<file path="src/rtl/serial_add_pkg.sv">
// serial_add_pkg: shared FSM state type and default sizing for the serial slice adder
package serial_add_pkg;
  typedef enum logic [1:0] {IDLE, RUN, DONE} state_t;
  localparam int WIDTH_DEF = 16;
  localparam int SLICE_DEF = 4;
  localparam int NS_DEF = WIDTH_DEF / SLICE_DEF;
  localparam int CNT_W_DEF = NS_DEF > 1 ? $clog2(NS_DEF) : 1;
endpackage

</file>
<file path="src/rtl/add4_slice.sv">
// add4_slice: combinational W-bit carry-lookahead adder (a, b, cin -> s, cout), each carry expanded from generate/propagate terms
module add4_slice #(
  parameter int W = 4
) (
  input  logic [W-1:0] a,
  input  logic [W-1:0] b,
  input  logic         cin,
  output logic [W-1:0] s,
  output logic         cout
);
  logic [W-1:0] g, p;
  logic [W:0] c;
  logic pp, acc;
  assign g = a & b;
  assign p = a ^ b;
  always_comb begin
    c = '0;
    pp = 1'b1;
    acc = 1'b0;
    for (int i = 0; i <= W; i++) begin
      pp = 1'b1;
      acc = 1'b0;
      for (int j = i - 1; j >= 0; j--) begin
        acc = acc | (pp & g[j]);
        pp = pp & p[j];
      end
      c[i] = acc | (pp & cin);
    end
  end
  assign s = p ^ c[W-1:0];
  assign cout = c[W];
endmodule

</file>
<file path="src/rtl/serial_add16_ctrl.sv">
// serial_add16_ctrl: WIDTH-bit add via one shared SLICE-bit slice, LS slice first; ports clk, rst, in_valid/in_ready/a/b/cin in, out_valid/out_ready/sum/cout out, busy; SERIAL_ADD_SUB_EN adds input sub (a - b)
module serial_add16_ctrl
  import serial_add_pkg::*;
#(
  parameter int WIDTH = WIDTH_DEF,
  parameter int SLICE = SLICE_DEF
) (
  input  logic             clk,
  input  logic             rst,
  input  logic             in_valid,
  output logic             in_ready,
`ifdef SERIAL_ADD_SUB_EN
  input  logic             sub,
`endif
  input  logic [WIDTH-1:0] a,
  input  logic [WIDTH-1:0] b,
  input  logic             cin,
  output logic             out_valid,
  input  logic             out_ready,
  output logic [WIDTH-1:0] sum,
  output logic             cout,
  output logic             busy
);
  localparam int NS = WIDTH / SLICE;
  localparam int CW = NS > 1 ? $clog2(NS) : 1;
  state_t state, state_n;
  logic [CW-1:0] cnt;
  logic carry, sub_i, last, s_co;
  logic [WIDTH-1:0] opa, opb;
  logic [SLICE-1:0] s_sum;
`ifdef SERIAL_ADD_SUB_EN
  assign sub_i = sub;
`else
  assign sub_i = 1'b0;
`endif
  assign last = cnt == CW'(NS - 1);
  add4_slice #(.W(SLICE)) u_slice (
    .a    (opa[cnt*SLICE +: SLICE]),
    .b    (opb[cnt*SLICE +: SLICE]),
    .cin  (carry),
    .s    (s_sum),
    .cout (s_co)
  );
  always_comb begin
    state_n = state;
    in_ready = state == IDLE;
    out_valid = state == DONE;
    busy = state != IDLE;
    state_n = state == IDLE ? (in_valid ? RUN : IDLE)
            : state == RUN  ? (last ? DONE : RUN)
            : state == DONE ? (out_ready ? IDLE : DONE)
            : IDLE;
  end
  always_ff @(posedge clk) begin
    if (rst) begin
      state <= IDLE;
      cnt <= '0;
      carry <= 1'b0;
      opa <= '0;
      opb <= '0;
      sum <= '0;
      cout <= 1'b0;
    end else begin
      state <= state_n;
      if (state == IDLE && in_valid) begin
        opa <= a;
        opb <= sub_i ? ~b : b;
        carry <= sub_i | cin;
        cnt <= '0;
        sum <= '0;
        cout <= 1'b0;
      end else if (state == RUN) begin
        sum[cnt*SLICE +: SLICE] <= s_sum;
        carry <= s_co;
        cnt <= last ? '0 : cnt + 1'b1;
        if (last) cout <= s_co;
      end
    end
  end
endmodule

</file>
<file path="config.mk">
export PLATFORM = sky130hd
export DESIGN_NAME = serial_add16_ctrl
export DESIGN_NICKNAME = d
export VERILOG_FILES = /design/src/rtl/serial_add_pkg.sv /design/src/rtl/add4_slice.sv /design/src/rtl/serial_add16_ctrl.sv
export SDC_FILE = /design/constraint.sdc
export NUM_CORES = 1
export LEC_CHECK = 0
export CORE_UTILIZATION = 45
export CTS_BUF_LIST = sky130_fd_sc_hd__clkbuf_8
export DETAILED_ROUTE_END_ITERATION = 12
export GPL_TIMING_DRIVEN = 0
export PLACE_DENSITY = 0.82
export SYNTH_ARGS = -nofsm -noshare
export SYNTH_HDL_FRONTEND = slang
export SYNTH_SLANG_ARGS = --single-unit
</file>
<file path="constraint.sdc">
create_clock -name clk -period 3.2 [get_ports clk]
set_input_delay 0.48 -clock clk [delete_from_list [all_inputs] [get_ports clk]]
set_output_delay 0.48 -clock clk [all_outputs]
set_load 0.01 [all_outputs]
</file>
==> flow_summary.yaml <==
timing:
  worst_pin_slew_ns: 0.5731
  rsz0062_at_grt: "false"
  timing.fmax_mhz: 354.3
  setup_viol: 0
  fin_crit_ns: 2.823
  setup-tns-final_ns: 0
  timing.slew.headroom_pct: 61.79
  hold_viol: 0
  min_period_over_period_pct: 88.21
  drv_slew: 0
  finClkSkew_ns: 0.005340
worst_setup_path:
  criticalPathCategory: "reg -> reg"
  crit_path_max_fanout: 10
  reg2reg_slack_ns: 0.38
  startpoint: "cnt[0]$_SDFFE_PP0P_"
  arrival_ns: 3.00
  r2r_start: "cnt[0]$_SDFFE_PP0P_"
  end_kind: "flop"
  r2r_cells: 7
  worst_setup_path_start_kind: "flop"
  crit_path_end: "cout$_SDFFE_PP0P_"
  critical_path_required_ns: 3.37
  r2r_end: "cout$_SDFFE_PP0P_"
layout:
  antenna_cells: 0
  layout.nets: 386
  most-common-layout-cells: "nand2_1, clkdlybuf4s50_1, dfxtp_1, a21oi_1, nor2_1"
  fillers: 439
  final_common_cell: "nand2_1"
  post-route-util_pct: 61.76
  area_delta_synth_final_pct: 30.92
  layout-drive-gt1-share_pct: 9.763
global_route:
  antenna_found_initial: 0
  grt_overflow: 0
  grt_max_degree: 16
  grt_pass1_vias: 1978
  grt_pass1_wl_um: 9011
  track_usage_pct: 21.02
yosys:
  netlist_instances: 274
  synth.top_cell.area_share_pct: 44.31
  yosysWarnings: 0
  synth-xor-area-share_pct: 0.7179
  postSynthAreaPerCell_um2: 8.905
  ys_ff_latch: 54
  synthSimpleGateAreaFrac_pct: 21.79
  yosys.area.top_type: "dfxtp_1"
  synthAdderAreaFrac_pct: 6.462
  synth_area_leaders: "dfxtp_1, nand2_1, a21oi_1"
  synth_top_family_by_area: "simple AND/OR/NAND/NOR gates"
  synth_compound_area_share_pct: 14.62
  synthesis.nets: 323
  syn_area_mm2: 0.002440
  muxShareOfSynthArea_pct: 7.846
  synth_cell_type_count: 37
  yosysSeqAreaShare_pct: 44.31
clock_tree:
  post_cts_buffers: 0
  post_cts.resized_instances: 0
  hold_buffers: 0
  max-clock-path-buffers: 2
  clk_pin_slew_worst_paths_ns: 0.09
  cts_tree: "yes"
  cts_made_buffers: 5
  cts_sinks: 54
  htree_levels: 2
  cts_root_buf: "clkbuf_8"
  clock_latency_ns: 0.30
power_and_ir_drop:
  p_total_mw: 1.376
  pwr_density_cell_mw_per_mm2: 430.6
  ir_drop_mv: 0.2399
  p_leak_nw: 1.220
drt:
  wl_per_cell_um: 13.17
  vias: 2081
  wl_um: 5372
  drc: 0
  drt_pass1_iterations: 4
  postRouteAntennaNets: 0
  routed_via_density: 5.100
  drtIter0Drc: 126
run_status:
  status: "finished, final reports clean"
placed_design:
  gp_congestion: 0.8023
  detailed_place_hpwl_um: 3982
  portBuffers: 56
die:
  die_area_mm2: 0.005721
  io_pins: 57
  die_w_um: 75.64
  dieHeight_um: 75.64
  core_mm2: 0.005172
  rows: 26
  initial_utilization_pct: 47.17
hold_path:
  holdCritPathClass: "reg -> reg"
flow_run:
  max_cap_violations: 0
per-stage QoR:
| step | hold WS [ns] | setup WS, ns | instance area [um^2] | std cells |
|---|---|---|---|---|
| final | 0.4599 | 0.3772 | 3194 | 408 |
| after global routing | 0.4789 | 0.1395 | 3194 | 408 |
| after CTS | 0.4597 | 0.3630 | 3194 | 408 |
| after detailed placement | 0.4468 | 0.4578 | 3088 | 400 |
| after global placement | 0.4406 | 0.4883 | 3088 | 400 |
| after floorplan | 0.4331 | 0.7616 | 2440 | 274 |
cells by family after synthesis:
family / Yosys count
and+or+nand+nor: 115
AOI/OAI and AO/OA: 61
muxes: 9
adders and majority gates: 12
DFF: 54
buffers and inverters: 21
xor gates and xnor gates: 2
report_power, final:
part / switching, mW / leakage, nW / internal (mW)
sequential: 0.0175 / 0.441 / 0.700
clock: 0.213 / 0.0607 / 0.228
combinational: 0.109 / 0.718 / 0.108
total: 0.340 / 1.22 / 1.04
area by class of cell:
| type | instances | area (um^2) | area share [%] |
|---|---|---|---|
| inverters | 5 | 18.77 | 0.5875 |
| flip-flops and latches | 54 | 1081 | 33.84 |
| plain buffers | 16 | 85.08 | 2.664 |
| clock buffers | 5 | 68.82 | 2.154 |
| well taps | 70 | 87.58 | 2.742 |
| repair buffers | 56 | 560.5 | 17.55 |
| multi-input cells | 199 | 1255 | 39.29 |
| clock inverters | 3 | 37.54 | 1.175 |
routing by layer:
metal	part of all wire [%]	global-route usage, %
met5	0	0
met4	2.5	9.877
met3	4.8	4.233
met2	48	34.72
met1	45	26.53
worst max-delay path, stage by stage (launching register included):
cell      delay [ns]
dfxtp_1         0.58
buf_4           0.30
mux4_2          0.55
ha_1            0.36
a21oi_1         0.17
o21ai_0         0.19
a211oi_1        0.42
a221oi_1        0.13
worst min-delay path by stage:
stage | startpoint | end | slack (ns) | cells after the start
floorplan | opa[10]$_SDFFE_PP0P_ | opa[10]$_SDFFE_PP0P_ | 0.43 | 2
global placement | opb[9]$_SDFFE_PP0P_ | opb[9]$_SDFFE_PP0P_ | 0.44 | 2
detailed placement | opb[15]$_SDFFE_PP0P_ | opb[15]$_SDFFE_PP0P_ | 0.45 | 2
CTS | opb[15]$_SDFFE_PP0P_ | opb[15]$_SDFFE_PP0P_ | 0.46 | 2
global route | opb[7]$_SDFFE_PP0P_ | opb[7]$_SDFFE_PP0P_ | 0.48 | 2
finish | opa[11]$_SDFFE_PP0P_ | opa[11]$_SDFFE_PP0P_ | 0.46 | 2
synth_stat cells, drive strengths merged:
library cell  count
nand2            76
dfxtp            54
a21oi            36
nor2             18
buf              12
ha               11
a22oi             9
mux4              8
o21ai             7
inv               5
nand3             5
a32oi             4
clkbuf            4
nor2b             3
nor3              3
and3              2
or2               2
a211o             1
a211oi            1
a21o              1
a221oi            1
and4bb            1
fa                1
mux2              1
nand2b            1
nand3b            1
nor3b             1
nor4              1
nor4b             1
o22ai             1
xnor2             1
xor2              1
registers in the layout, indices dropped and copies added, names as in the netlist:
name / flops
opa: 16
opb: 16
sum: 16
cnt: 2
state: 2
carry: 1
cout: 1
Power figures use the tool's default switching activity.
